### src/rtl/sram_axi_bridge_if.sv
// AXI3 master-side channel bundle for the sram-to-AXI bridge.
// Master drives the address/write channels and the ready signals of the response channels.
interface sram_axi_bridge_if;
   logic [3:0]  arid;
   logic [31:0] araddr;
   logic [7:0]  arlen;
   logic [2:0]  arsize;
   logic [1:0]  arburst;
   logic [1:0]  arlock;
   logic [3:0]  arcache;
   logic [2:0]  arprot;
   logic        arvalid;
   logic        arready;

   logic [3:0]  rid;
   logic [31:0] rdata;
   logic [1:0]  rresp;
   logic        rlast;
   logic        rvalid;
   logic        rready;

   logic [3:0]  awid;
   logic [31:0] awaddr;
   logic [7:0]  awlen;
   logic [2:0]  awsize;
   logic [1:0]  awburst;
   logic [1:0]  awlock;
   logic [3:0]  awcache;
   logic [2:0]  awprot;
   logic        awvalid;
   logic        awready;

   logic [3:0]  wid;
   logic [31:0] wdata;
   logic [3:0]  wstrb;
   logic        wlast;
   logic        wvalid;
   logic        wready;

   logic [3:0]  bid;
   logic [1:0]  bresp;
   logic        bvalid;
   logic        bready;

   modport master (
      output arid, araddr, arlen, arsize, arburst, arlock, arcache, arprot, arvalid,
      input  arready,
      input  rid, rdata, rresp, rlast, rvalid,
      output rready,
      output awid, awaddr, awlen, awsize, awburst, awlock, awcache, awprot, awvalid,
      input  awready,
      output wid, wdata, wstrb, wlast, wvalid,
      input  wready,
      input  bid, bresp, bvalid,
      output bready
   );

   modport slave (
      input  arid, araddr, arlen, arsize, arburst, arlock, arcache, arprot, arvalid,
      output arready,
      output rid, rdata, rresp, rlast, rvalid,
      input  rready,
      input  awid, awaddr, awlen, awsize, awburst, awlock, awcache, awprot, awvalid,
      output awready,
      input  wid, wdata, wstrb, wlast, wvalid,
      output wready,
      output bid, bresp, bvalid,
      input  bready
   );
endinterface

### src/rtl/sram_axi_bridge.sv
// Bridges the core's inst/data sram-like ports onto one single-beat AXI3 master.
// One read and one write may be outstanding; the data port wins read arbitration.
module sram_axi_bridge #(
   parameter logic [3:0] INST_ID = 4'd0,
   parameter logic [3:0] DATA_ID = 4'd1
) (
   input  logic        clk,
   input  logic        resetn,

   input  logic        inst_sram_req,
   input  logic        inst_sram_wr,
   input  logic [1:0]  inst_sram_size,
   input  logic [31:0] inst_sram_addr,
   output logic        inst_sram_addr_ok,
   output logic        inst_sram_data_ok,
   output logic [31:0] inst_sram_rdata,

   input  logic        data_sram_req,
   input  logic        data_sram_wr,
   input  logic [1:0]  data_sram_size,
   input  logic [31:0] data_sram_addr,
   input  logic [3:0]  data_sram_wstrb,
   input  logic [31:0] data_sram_wdata,
   output logic        data_sram_addr_ok,
   output logic        data_sram_data_ok,
   output logic [31:0] data_sram_rdata,

   sram_axi_bridge_if.master axi
);

   typedef enum logic [1:0] {RD_IDLE, RD_AR, RD_R} rd_state_e;
   typedef enum logic [1:0] {WR_IDLE, WR_AW, WR_B} wr_state_e;

   rd_state_e   rd_state_q, rd_state_d;
   logic [31:0] rd_addr_q, rd_addr_d;
   logic [1:0]  rd_size_q, rd_size_d;
   logic [3:0]  rd_id_q, rd_id_d;
   logic        rd_is_data_q, rd_is_data_d;

   wr_state_e   wr_state_q, wr_state_d;
   logic [31:0] wr_addr_q, wr_addr_d;
   logic [1:0]  wr_size_q, wr_size_d;
   logic [3:0]  wr_strb_q, wr_strb_d;
   logic [31:0] wr_data_q, wr_data_d;
   logic        aw_done_q, aw_done_d;
   logic        w_done_q, w_done_d;

   logic data_rd_acc, inst_rd_acc, data_wr_acc;
   logic r_fire, b_fire;
   logic aw_ok, w_ok;

   always_comb begin
      rd_state_d   = rd_state_q;
      rd_addr_d    = rd_addr_q;
      rd_size_d    = rd_size_q;
      rd_id_d      = rd_id_q;
      rd_is_data_d = rd_is_data_q;
      wr_state_d   = wr_state_q;
      wr_addr_d    = wr_addr_q;
      wr_size_d    = wr_size_q;
      wr_strb_d    = wr_strb_q;
      wr_data_d    = wr_data_q;
      aw_done_d    = aw_done_q;
      w_done_d     = w_done_q;

      // Data reads wait for the write FSM to drain so a read never overtakes a pending store.
      data_rd_acc = (rd_state_q == RD_IDLE) && data_sram_req && !data_sram_wr
                    && (wr_state_q == WR_IDLE);
      inst_rd_acc = (rd_state_q == RD_IDLE) && inst_sram_req && !data_rd_acc;
      data_wr_acc = data_sram_req && data_sram_wr && (wr_state_q == WR_IDLE)
                    && !(rd_is_data_q && (rd_state_q != RD_IDLE));

      r_fire = (rd_state_q == RD_R) && axi.rvalid;
      b_fire = (wr_state_q == WR_B) && axi.bvalid;
      aw_ok  = aw_done_q || axi.awready;
      w_ok   = w_done_q  || axi.wready;

      case (rd_state_q)
         RD_IDLE: begin
            if (data_rd_acc) begin
               rd_state_d   = RD_AR;
               rd_addr_d    = data_sram_addr;
               rd_size_d    = data_sram_size;
               rd_id_d      = DATA_ID;
               rd_is_data_d = 1'b1;
            end else if (inst_rd_acc) begin
               rd_state_d   = RD_AR;
               rd_addr_d    = inst_sram_addr;
               rd_size_d    = inst_sram_size;
               rd_id_d      = INST_ID;
               rd_is_data_d = 1'b0;
            end
         end
         RD_AR:   if (axi.arready) rd_state_d = RD_R;
         RD_R:    if (axi.rvalid)  rd_state_d = RD_IDLE;
         default: rd_state_d = RD_IDLE;
      endcase

      case (wr_state_q)
         WR_IDLE: begin
            if (data_wr_acc) begin
               wr_state_d = WR_AW;
               wr_addr_d  = data_sram_addr;
               wr_size_d  = data_sram_size;
               wr_strb_d  = data_sram_wstrb;
               wr_data_d  = data_sram_wdata;
               aw_done_d  = 1'b0;
               w_done_d   = 1'b0;
            end
         end
         WR_AW: begin
            aw_done_d = aw_ok;
            w_done_d  = w_ok;
            if (aw_ok && w_ok) wr_state_d = WR_B;
         end
         WR_B:    if (axi.bvalid) wr_state_d = WR_IDLE;
         default: wr_state_d = WR_IDLE;
      endcase
   end

   always_ff @(posedge clk or negedge resetn) begin
      if (!resetn) begin
         rd_state_q   <= RD_IDLE;
         rd_addr_q    <= '0;
         rd_size_q    <= '0;
         rd_id_q      <= '0;
         rd_is_data_q <= 1'b0;
         wr_state_q   <= WR_IDLE;
         wr_addr_q    <= '0;
         wr_size_q    <= '0;
         wr_strb_q    <= '0;
         wr_data_q    <= '0;
         aw_done_q    <= 1'b0;
         w_done_q     <= 1'b0;
      end else begin
         rd_state_q   <= rd_state_d;
         rd_addr_q    <= rd_addr_d;
         rd_size_q    <= rd_size_d;
         rd_id_q      <= rd_id_d;
         rd_is_data_q <= rd_is_data_d;
         wr_state_q   <= wr_state_d;
         wr_addr_q    <= wr_addr_d;
         wr_size_q    <= wr_size_d;
         wr_strb_q    <= wr_strb_d;
         wr_data_q    <= wr_data_d;
         aw_done_q    <= aw_done_d;
         w_done_q     <= w_done_d;
      end
   end

   assign inst_sram_addr_ok = inst_rd_acc;
   assign data_sram_addr_ok = data_rd_acc || data_wr_acc;
   assign inst_sram_data_ok = r_fire && (axi.rid == INST_ID);
   assign data_sram_data_ok = (r_fire && (axi.rid == DATA_ID)) || b_fire;
   assign inst_sram_rdata   = axi.rdata;
   assign data_sram_rdata   = axi.rdata;

   assign axi.arid    = rd_id_q;
   assign axi.araddr  = rd_addr_q;
   assign axi.arlen   = '0;
   assign axi.arsize  = {1'b0, rd_size_q};
   assign axi.arburst = 2'b01;
   assign axi.arlock  = '0;
   assign axi.arcache = '0;
   assign axi.arprot  = '0;
   assign axi.arvalid = (rd_state_q == RD_AR);
   assign axi.rready  = (rd_state_q == RD_R);

   assign axi.awid    = DATA_ID;
   assign axi.awaddr  = wr_addr_q;
   assign axi.awlen   = '0;
   assign axi.awsize  = {1'b0, wr_size_q};
   assign axi.awburst = 2'b01;
   assign axi.awlock  = '0;
   assign axi.awcache = '0;
   assign axi.awprot  = '0;
   assign axi.awvalid = (wr_state_q == WR_AW) && !aw_done_q;

   assign axi.wid     = DATA_ID;
   assign axi.wdata   = wr_data_q;
   assign axi.wstrb   = wr_strb_q;
   assign axi.wlast   = 1'b1;
   assign axi.wvalid  = (wr_state_q == WR_AW) && !w_done_q;
   assign axi.bready  = (wr_state_q == WR_B);

   logic unused_inputs;
   assign unused_inputs = ^{inst_sram_wr, axi.rresp, axi.rlast, axi.bid, axi.bresp};

endmodule
### src/flat_wrapper.sv
// flat-port wrapper written by rule: the top's interface ports become plain ports
module sram_axi_bridge_flat 
#(
   parameter logic [3:0] INST_ID = 4'd0,
   parameter logic [3:0] DATA_ID = 4'd1
)
  (clk, resetn, inst_sram_req, inst_sram_wr, inst_sram_size, inst_sram_addr, inst_sram_addr_ok, inst_sram_data_ok, inst_sram_rdata, data_sram_req, data_sram_wr, data_sram_size, data_sram_addr, data_sram_wstrb, data_sram_wdata, data_sram_addr_ok, data_sram_data_ok, data_sram_rdata, axi_arid, axi_araddr, axi_arlen, axi_arsize, axi_arburst, axi_arlock, axi_arcache, axi_arprot, axi_arvalid, axi_arready, axi_rid, axi_rdata, axi_rresp, axi_rlast, axi_rvalid, axi_rready, axi_awid, axi_awaddr, axi_awlen, axi_awsize, axi_awburst, axi_awlock, axi_awcache, axi_awprot, axi_awvalid, axi_awready, axi_wid, axi_wdata, axi_wstrb, axi_wlast, axi_wvalid, axi_wready, axi_bid, axi_bresp, axi_bvalid, axi_bready);
  sram_axi_bridge_if axi_i ();
  input  logic clk;
  input  logic resetn;
  input  logic inst_sram_req;
  input  logic inst_sram_wr;
  input  logic [1:0] inst_sram_size;
  input  logic [31:0] inst_sram_addr;
  output logic inst_sram_addr_ok;
  output logic inst_sram_data_ok;
  output logic [31:0] inst_sram_rdata;
  input  logic data_sram_req;
  input  logic data_sram_wr;
  input  logic [1:0] data_sram_size;
  input  logic [31:0] data_sram_addr;
  input  logic [3:0] data_sram_wstrb;
  input  logic [31:0] data_sram_wdata;
  output logic data_sram_addr_ok;
  output logic data_sram_data_ok;
  output logic [31:0] data_sram_rdata;
  output wire logic [$bits(axi_i.arid)-1:0] axi_arid;
  output wire logic [$bits(axi_i.araddr)-1:0] axi_araddr;
  output wire logic [$bits(axi_i.arlen)-1:0] axi_arlen;
  output wire logic [$bits(axi_i.arsize)-1:0] axi_arsize;
  output wire logic [$bits(axi_i.arburst)-1:0] axi_arburst;
  output wire logic [$bits(axi_i.arlock)-1:0] axi_arlock;
  output wire logic [$bits(axi_i.arcache)-1:0] axi_arcache;
  output wire logic [$bits(axi_i.arprot)-1:0] axi_arprot;
  output wire logic [$bits(axi_i.arvalid)-1:0] axi_arvalid;
  input wire logic [$bits(axi_i.arready)-1:0] axi_arready;
  input wire logic [$bits(axi_i.rid)-1:0] axi_rid;
  input wire logic [$bits(axi_i.rdata)-1:0] axi_rdata;
  input wire logic [$bits(axi_i.rresp)-1:0] axi_rresp;
  input wire logic [$bits(axi_i.rlast)-1:0] axi_rlast;
  input wire logic [$bits(axi_i.rvalid)-1:0] axi_rvalid;
  output wire logic [$bits(axi_i.rready)-1:0] axi_rready;
  output wire logic [$bits(axi_i.awid)-1:0] axi_awid;
  output wire logic [$bits(axi_i.awaddr)-1:0] axi_awaddr;
  output wire logic [$bits(axi_i.awlen)-1:0] axi_awlen;
  output wire logic [$bits(axi_i.awsize)-1:0] axi_awsize;
  output wire logic [$bits(axi_i.awburst)-1:0] axi_awburst;
  output wire logic [$bits(axi_i.awlock)-1:0] axi_awlock;
  output wire logic [$bits(axi_i.awcache)-1:0] axi_awcache;
  output wire logic [$bits(axi_i.awprot)-1:0] axi_awprot;
  output wire logic [$bits(axi_i.awvalid)-1:0] axi_awvalid;
  input wire logic [$bits(axi_i.awready)-1:0] axi_awready;
  output wire logic [$bits(axi_i.wid)-1:0] axi_wid;
  output wire logic [$bits(axi_i.wdata)-1:0] axi_wdata;
  output wire logic [$bits(axi_i.wstrb)-1:0] axi_wstrb;
  output wire logic [$bits(axi_i.wlast)-1:0] axi_wlast;
  output wire logic [$bits(axi_i.wvalid)-1:0] axi_wvalid;
  input wire logic [$bits(axi_i.wready)-1:0] axi_wready;
  input wire logic [$bits(axi_i.bid)-1:0] axi_bid;
  input wire logic [$bits(axi_i.bresp)-1:0] axi_bresp;
  input wire logic [$bits(axi_i.bvalid)-1:0] axi_bvalid;
  output wire logic [$bits(axi_i.bready)-1:0] axi_bready;
  assign axi_arid = axi_i.arid;
  assign axi_araddr = axi_i.araddr;
  assign axi_arlen = axi_i.arlen;
  assign axi_arsize = axi_i.arsize;
  assign axi_arburst = axi_i.arburst;
  assign axi_arlock = axi_i.arlock;
  assign axi_arcache = axi_i.arcache;
  assign axi_arprot = axi_i.arprot;
  assign axi_arvalid = axi_i.arvalid;
  assign axi_i.arready = axi_arready;
  assign axi_i.rid = axi_rid;
  assign axi_i.rdata = axi_rdata;
  assign axi_i.rresp = axi_rresp;
  assign axi_i.rlast = axi_rlast;
  assign axi_i.rvalid = axi_rvalid;
  assign axi_rready = axi_i.rready;
  assign axi_awid = axi_i.awid;
  assign axi_awaddr = axi_i.awaddr;
  assign axi_awlen = axi_i.awlen;
  assign axi_awsize = axi_i.awsize;
  assign axi_awburst = axi_i.awburst;
  assign axi_awlock = axi_i.awlock;
  assign axi_awcache = axi_i.awcache;
  assign axi_awprot = axi_i.awprot;
  assign axi_awvalid = axi_i.awvalid;
  assign axi_i.awready = axi_awready;
  assign axi_wid = axi_i.wid;
  assign axi_wdata = axi_i.wdata;
  assign axi_wstrb = axi_i.wstrb;
  assign axi_wlast = axi_i.wlast;
  assign axi_wvalid = axi_i.wvalid;
  assign axi_i.wready = axi_wready;
  assign axi_i.bid = axi_bid;
  assign axi_i.bresp = axi_bresp;
  assign axi_i.bvalid = axi_bvalid;
  assign axi_bready = axi_i.bready;
  sram_axi_bridge #(.INST_ID(INST_ID), .DATA_ID(DATA_ID)) u_core (.clk(clk), .resetn(resetn), .inst_sram_req(inst_sram_req), .inst_sram_wr(inst_sram_wr), .inst_sram_size(inst_sram_size), .inst_sram_addr(inst_sram_addr), .inst_sram_addr_ok(inst_sram_addr_ok), .inst_sram_data_ok(inst_sram_data_ok), .inst_sram_rdata(inst_sram_rdata), .data_sram_req(data_sram_req), .data_sram_wr(data_sram_wr), .data_sram_size(data_sram_size), .data_sram_addr(data_sram_addr), .data_sram_wstrb(data_sram_wstrb), .data_sram_wdata(data_sram_wdata), .data_sram_addr_ok(data_sram_addr_ok), .data_sram_data_ok(data_sram_data_ok), .data_sram_rdata(data_sram_rdata), .axi(axi_i));
endmodule
### config.mk
export PLATFORM = sky130hd
export DESIGN_NAME = sram_axi_bridge_flat
export DESIGN_NICKNAME = d
export VERILOG_FILES = /design/src/rtl/sram_axi_bridge_if.sv /design/src/rtl/sram_axi_bridge.sv /design/src/flat_wrapper.sv
export SDC_FILE = /design/constraint.sdc
export NUM_CORES = 1
export LEC_CHECK = 0
export BUFFER_PORTS_ARGS = -buffer_cell sky130_fd_sc_hd__buf_2
export CAP_MARGIN = 40
export CORE_AREA = 4 4 151 153
export DETAILED_ROUTE_END_ITERATION = 7
export DIE_AREA = 0 0 155 157
export PLACE_DENSITY = 0.64
export SLEW_MARGIN = 15
export SYNTH_ARGS = -nofsm -noshare
export SYNTH_HDL_FRONTEND = slang
export SYNTH_SLANG_ARGS = --single-unit
### constraint.sdc
create_clock -name clk -period 4.9 [get_ports clk]
set_input_delay 0.98 -clock clk [delete_from_list [all_inputs] [get_ports clk]]
set_output_delay 0.98 -clock clk [all_outputs]
set_load 0.005 [all_outputs]
==> summary.md, run 1 <==
| Metric | Value |
|---|---|
| Run status | completed |
| CTS Buffer Depth | 2 |
| CP Launch Type | primary input |
| Clk pwr share | 0.189 |
| Int Pwr | about 2.7 mW |
| Hold depth | 1 |
| Die area | approximately 24000 sq um |
| Final setup TNS | 0 ns |
| Fin crit share | 0.6211 |
| Final WL | 13240 um |
| Routed Antenna Nets | 0 |
| Max_cap viols | 0 |
| Pwr dens | ~590 nW/um^2 |
| Post-DR vias/cell | around 4 |
| R2R cell count | 4 |
| VDD IR max | between 200 and 250 uV |
| #FFs+latches synth | 111 |
| Hold Crit Start | u_core.wr_state_q[1]$_DFFE_PN0P_ |
| Switch share | 0.3126 |
| Total CTS buffers | 9 |
| Routed len/inst | around 15 um |
| Pre-CTS setup slack | approximately 1.8 ns |
| Critical register-to-register path startpoint | u_core.rd_state_q[1]$_DFFE_PN0P_ |
| Logic gate share of total power | 0.404 |
| DRT iter0 DRCs | 31 |
| Initial antenna violation count | 0 |
| Crit Path Max Fanout | 12 |
| Post-Layout Inst Area | 6680 sq um |
| Die Y | between 150 and 200 um |
| Crit path capture type | output pin |
| Yosys Warn Count | 0 |
| Initial core utilization | 0.2584 |
| Final hold vios | 0 |
| Post-route setup slack | ~1.9 ns |
| Clock Skew | 0.008129 ns |
| # DRC | 0 |
| Diodes inserted | 0 |
| Area growth syn-to-layout | 19.95% |
| Final Wtd Congestion | just over 0.7 |
| Final Util | 0.3099 |
| First-pass GRT wire length | approximately 20000 um |
| Post-CTS Setup Repair Bufs | 0 |
| CTS clk-pin slew, worst paths | 0.08 ns |
| Clk_lat worst skew | around 0.35 ns |
| CTS H-Tree Depth | 3 |
| Crit path arrival time | between 2 and 2.5 ns |
| Setup crit start | data_sram_wr |
| I/O pins | 390 |
| Synth Cell Area | ~5600 sq um |
| Remaining Overflow, GRT | 0 |
| Final min period | roughly 3 ns |
| Hpwl dp | just over 10000 um |
| CP Cell Sequence | buf_2 > nor3_1 > nand3_2 > and2_1 > buf_2 |
| Vias in the first global route | roughly 3800 |
| RSZ-0062 raised after global routing | no |
| Worst Hold Class | reg -> reg |
| Worst Hold Path EP | u_core.wr_state_q[0]$_DFFE_PN0P_ |
| Via count | between 3000 and 4000 |
| Final Non-Filler Cells | around 870 |
| Worst Path Required | approximately 4 ns |
| Switching power | roughly 1.2 mW |
| DP Area | 6380 sq um |
| GRT Total Usage | 0.1080 |
| Row count | 54 |
| Sequential-to-total area share from yosys stat | 0.4988 |
| Hold buffers post-CTS | 0 |
| Die X | ~160 um |
| Post-synth cell types | 28 |
| Layout cell share with drive strength beyond 1 | 0.6396 |
| CP max-delay cell | nand3_2 |
| Cell mode on critical path | buf_2 |
| Worst-Margin Slew | a little over 0.6 ns |
| Clock sinks | ~110 |
| Fin nets | between 700 and 800 |
| Clock root cell | clkbuf_16 |
| Drt pass-1 iters | 4 |
| Avg Cell Area, Syn | approximately 13 sq um |
| Placed Cells incl. Taps | 855 |
| Max Slew Vio Count | 0 |
| Post-cts resize count | 0 |
| Final setup vio count | 0 |
| Fmax | 328.6 MHz |
| Largest net degree at the start of global routing | 53 |
| # port buffers | around 230 |
| Slowest cell delay on critical path | around 0.36 ns |
| CTS tree | done |
| Synthesized instance count | between 400 and 500 |
| R2R setup slack | 2.91 ns |
| Core area | 21550 sq um |
| Critical path class | in -> out |
| Sequential Power Share | 0.407 |
| Leakage power | between 3 and 4 nW |
| Worst slew margin | 0.5942 |
| Reg-to-reg endpoint | u_core.axi.araddr[31]$_DFFE_PN0P_ |
[Yosys cell counts]
cell type / instances / area (sq um)
a21oi_1: 2 / 10.01
a22o_1: 1 / 8.760
a32o_1: 1 / 10.01
and2_1: 1 / 6.260
buf_2: 8 / 40.04
buf_4: 119 / 893.4
buf_6: 4 / 45.04
clkbuf_1: 1 / 3.750
conb_1: 2 / 7.510
dfrtp_1: 111 / 2778
inv_1: 5 / 18.77
mux2_1: 17 / 191.4
mux2_2: 111 / 1250
mux2_4: 10 / 150.1
nand2_1: 4 / 15.01
nand2b_1: 2 / 12.51
nand3_1: 1 / 5.000
nand4_2: 1 / 12.51
nand4b_1: 1 / 8.760
nor2_1: 6 / 22.52
nor2b_1: 3 / 18.77
nor3_1: 1 / 5.000
nor3b_1: 1 / 7.510
nor4b_1: 1 / 8.760
o21a_1: 2 / 15.01
o21ai_0: 2 / 10.01
o21ai_2: 1 / 8.760
o22ai_1: 1 / 6.260
[power groups by stage]
| stage | registers [mW] | clock network [mW] | logic, mW |
|---|---|---|---|
| final | 1.61 | 0.746 | 1.60 |
| after floorplan | 1.67 | 0 | 0.955 |
| after global placement | 1.61 | 0 | 1.61 |
| after global routing | 1.68 | 0.826 | 1.77 |
| after detailed placement | 1.63 | 0 | 1.64 |
| after CTS | 1.62 | 0.796 | 1.65 |
[flip-flops by register name, summed over array words and instances, names as in the netlist]
signal and count:
u_core.axi.araddr 32, u_core.axi.awaddr 32, u_core.axi.wdata 32, u_core.axi.wstrb 4, u_core.rd_size_q 2, u_core.rd_state_q 2, u_core.wr_size_q 2, u_core.wr_state_q 2
u_core.aw_done_q 1, u_core.axi.arid 1, u_core.w_done_q 1
[worst max-delay path: cells and delay by family]
family | cells | cell delay, ns
buffers and inverters | 2 | 0.26
and+or+nand+nor | 3 | 0.81
[area by class of cell]
class / count / area, sq um
fill: 2216 / 14870
sequential: 111 / 2778
multi-input combinational: 222 / 1997
timing repair buffer: 237 / 1236
tap: 280 / 350.3
clock buffer: 10 / 239.0
clock inverter: 6 / 61.31
inverter: 5 / 18.77
[cell usage in the layout (no fill, tap or decap), types with 2 or more instances in the layout]
cell,n
mux2_2,111
inv_1,5
o21ai_0,2
buf_2,230
nor2b_1,3
buf_4,5
conb_1,52
mux2_1,17
o21a_1,2
clkbuf_16,9
dfrtp_1,111
nand2b_1,2
nor2_1,6
a21oi_1,2
inv_6,3
mux2_4,10
nand2_1,4
[worst max path at each step]
stage	end	slack, ns
3_3_place_gp	inst_sram_addr_ok	1.80
5_1_grt	inst_sram_addr_ok	1.72
2_1_floorplan	inst_sram_addr_ok	2.23
4_1_cts	inst_sram_addr_ok	1.77
6_report	inst_sram_addr_ok	1.86
3_5_place_dp	inst_sram_addr_ok	1.77
[metrics by stage]
step                      power (mW)  hold WS (ns)
after floorplan                2.621        0.4271
after global placement         3.215        0.4426
after detailed placement       3.273        0.4640
after CTS                      4.057        0.4776
after global routing           4.275        0.4993
final                          3.955        0.4828
[cells by family after synthesis]
kind of cell / synth area share
buffers and inverters: 0.1797
and+or+nand+nor: 0.02202
DFF: 0.4988
AOI/OAI and AO/OA: 0.01236
muxes: 0.2858
other: 0.001349
[metal layers]
metal / share of wire / track usage / vias to the layer above / wire, um
met5: 0 / 0 / - / 0
li1: - / - / 1583 / -
met1: 0.36 / 0.1157 / 1668 / 4781
met3: 0.11 / 0.04867 / 24 / 1491
met2: 0.50 / 0.1853 / 208 / 6606
met4: 0.027 / 0.04542 / 0 / 362
Power figures use the tool's default switching activity.
==> run 2, diff against run 1 <==
- ABC_AREA: unset -> 1
- CORE_AREA: 4 4 151 153 -> 4 4 148 150
- DIE_AREA: 0 0 155 157 -> 0 0 152 154
- PLACE_DENSITY: 0.64 -> 0.66
- clock period: 4.9 -> 3.17 ns (I/O delays scaled with it)
==> run 2 against run 1 <==
Cell count grew 25%. Clock-buffer cell count stayed put. Flip-flop and latch count stayed put. Largest cell class unchanged. Design area down 0.52%. Worst setup slack worse by 0.71 ns. Clock power increased by 58%. Register-to-register slack lost 1.4 ns. Sequential share of layout area up 0.22 points. Clock skew rose by 0.0045 ns. Via count up 31%. Synthesized area rose by 1.3%.
==> summary.md, run 2 <==
| Metric | Value |
|---|---|
| Top-count cell post-synth | nand2_1 |
| Diodes inserted | 0 |
| Async set-reset flop share out of synthesis | 1.000 |
| Placed Cells incl. Taps | around 1100 |
| Routed len/inst | roughly 14 um |
| CTS H-Tree Depth | 3 |
| Yosys top cell by area | dfrtp_1 |
| Top cells by count, synth | nand2_1 (119), buf_4 (118), dfrtp_1 (111) |
| Fmax | about 490 MHz |
| Final setup TNS | 0 ns |
| Final Non-Filler Cells | between 1000 and 1500 |
| Layout cell share with drive strength beyond 1 | 0.3231 |
| Reg area | 2778 sq um |
| CP Cell Sequence | nor2_1 > nand3_1 > o21ai_0 > buf_2 |
| Synth Area in Simple Gates | 0.1901 |
| Clock sinks | 111 |
| Final WL | about 16000 um |
| Initial antenna violation count | 0 |
| Max Slew Vio Count | 0 |
| Post-Synth Adder-Cell Area | 0 |
| Int Pwr | about 3.6 mW |
| Drt pass-1 iters | 6 |
| Synthesized instance count | approximately 660 |
| Sequential-to-total area share from yosys stat | 0.4923 |
| Total CTS buffers | 9 |
| Yosys Warn Count | 0 |
| Post-cts resize count | 0 |
| Switching power | approximately 2.1 mW |
| CTS clk-pin slew, worst paths | roughly 0.090 ns |
| Most common cell after layout, fill and taps aside | buf_2 |
| Crit path arrival time | between 1 and 1.5 ns |
| Clk pwr share | 0.204 |
| VDD IR max | around 360 uV |
| DP Area | 6340 sq um |
| Die Y | roughly 150 um |
| # DRC | 0 |
| Post-synthesis compound-gate area fraction | 0.06875 |
| I/O pins | 390 |
| Main area contributors after synthesis | dfrtp_1 (49%), buf_4 (16%), nand3_1 (9.1%), nand2_1 (7.9%), o21ai_0 (5.2%) |
| Post-CTS Setup Repair Bufs | 0 |
| Synth Cell Area | about 5600 sq um |
| Fin crit share | 0.6393 |
| Most frequent cells in the layout | buf_2 (230), nand2_1 (118), dfrtp_1 (111) |
| Post-DR vias/cell | approximately 4.2 |
| Post-route setup slack | around 1.1 ns |
| Critical path class | reg -> out |
| Synth Area in XOR/XNOR | 0 |
| Critical path buffers and inverters | 1 |
| Initial core utilization | 0.2727 |
| Max_cap viols | 0 |
| Via count | ~4600 |
| Area occupied by multi-input gates | approximately 1700 sq um |
| CP max-delay cell | dfrtp_1 |
| Core area | between 20000 and 25000 sq um |
| Remaining Overflow, GRT | 0 |
| Worst Hold Class | in -> async |
| Leakage power | about 3.8 nW |
| Worst slew margin | 0.4835 |
| Crit path capture type | output pin |
| Ys flop type | dfrtp_1 |
| CTS Buffer Depth | 2 |
| CP Launch Type | flop |
| Worst Path Required | roughly 2.5 ns |
| Pwr dens | approximately 870 nW/um^2 |
| Avg Cell Area, Syn | about 8.6 sq um |
| Logic gate share of total power | 0.374 |
| Area growth syn-to-layout | 17.79% |
| Sequential Power Share | 0.421 |
| Final-layout fill cell count | approximately 2200 |
| Post-Layout Inst Area | roughly 6600 sq um |
| Clock root cell | clkbuf_16 |
| #FFs+latches synth | roughly 110 |
| Row count | between 50 and 60 |
| Largest family of logic cells by synthesized area | buffers and inverters |
| Number of flops mapped to enable cells by yosys | 0 |
| Hold buffers post-CTS | 0 |
| Crit Path Max Fanout | 3 |
| Die area | ~23000 sq um |
| Clock Skew | ~0.013 ns |
| Final Wtd Congestion | 0.8135 |
| Final min period | between 2 and 2.5 ns |
| Fin nets | just under 1000 |
| Routed Antenna Nets | 0 |
| Total power | about 5.8 mW |
| Switch share | 0.3675 |
| Final setup vio count | 0 |
| Hpwl dp | ~11000 um |
| Clk_lat worst skew | 0.35 ns |
| Top Family by Delay on Critical Path | flip-flops |
| Die X | roughly 150 um |
| Synth top area share | 0.4923 |
| Slowest cell delay on critical path | just over 0.4 ns |
| Worst-Margin Slew | 0.7747 ns |
| Pre-CTS setup slack | roughly 1.2 ns |
| # port buffers | roughly 230 |
| Largest net degree at the start of global routing | 144 |
| First-pass GRT wire length | roughly 24000 um |
| RSZ-0062 raised after global routing | no |
| Final hold vios | 0 |
| DRT iter0 DRCs | approximately 220 |
| Run status | completed |
| Post-synth cell types | 22 |
| CTS tree | done |
| Vias in the first global route | 4506 |
| Mux cell area share after synthesis | 0 |
| GRT Total Usage | 0.1287 |
## run 2: layout make-up
cell class                 instances  area share
clock inverter                     6     0.01149
multi-input combinational        368      0.2495
tap                              275     0.05178
timing repair buffer             238      0.1890
sequential                       111      0.4180
clock buffer                      10     0.03446
inverter                          81     0.04575
## run 2: layer usage
metal	vias up	wire (um)	global-route usage
met1	2118	6275	0.1530
met4	0	423	0.05009
met3	42	1087	0.03406
met5	-	0	0
met2	194	7750	0.2227
li1	2200	-	-
## run 2: cells by family after synthesis
group	Yosys count
AOI/OAI and AO/OA	76
and+or+nand+nor	240
DFF	111
other	2
buffers and inverters	230
## run 2: power by group through the flow
| stage | clock, mW | combinational (mW) | sequential, mW |
|---|---|---|---|
| final | 1.18 | 2.15 | 2.42 |
| after global routing | 1.29 | 2.44 | 2.52 |
| after CTS | 1.23 | 2.21 | 2.43 |
| after detailed placement | 0 | 2.21 | 2.45 |
| after global placement | 0 | 2.15 | 2.42 |
| after floorplan | 0 | 1.19 | 2.50 |
## run 2: final timing paths
kind / start / cells past startpoint / to / slack, ns
setup reg to reg: u_core.rd_state_q[0]$_DFFE_PN0P_ / 5 / u_core.axi.araddr[19]$_DFFE_PN0P_ / 1.50
hold reg to reg: u_core.wr_size_q[0]$_DFFE_PN0P_ / 2 / u_core.wr_size_q[0]$_DFFE_PN0P_ / 0.48
max in group asynchronous: resetn / 3 / u_core.axi.awaddr[19]$_DFFE_PN0P_ / 2.18
min in group clk: u_core.wr_size_q[0]$_DFFE_PN0P_ / 2 / u_core.wr_size_q[0]$_DFFE_PN0P_ / 0.48
hold / removal: resetn / 1 / u_core.axi.awaddr[12]$_DFFE_PN0P_ / 0.13
setup / recovery: u_core.rd_state_q[0]$_DFFE_PN0P_ / 4 / data_sram_data_ok / 1.14
## run 2: per-stage QoR
stage,util,hold WS (ns)
5_1_grt,0.3212,0.1275
3_5_place_dp,0.3064,0.4677
3_3_place_gp,0.3051,0.4628
2_1_floorplan,-,0.3384
4_1_cts,0.3212,0.1192
6_report,0.3212,0.1330
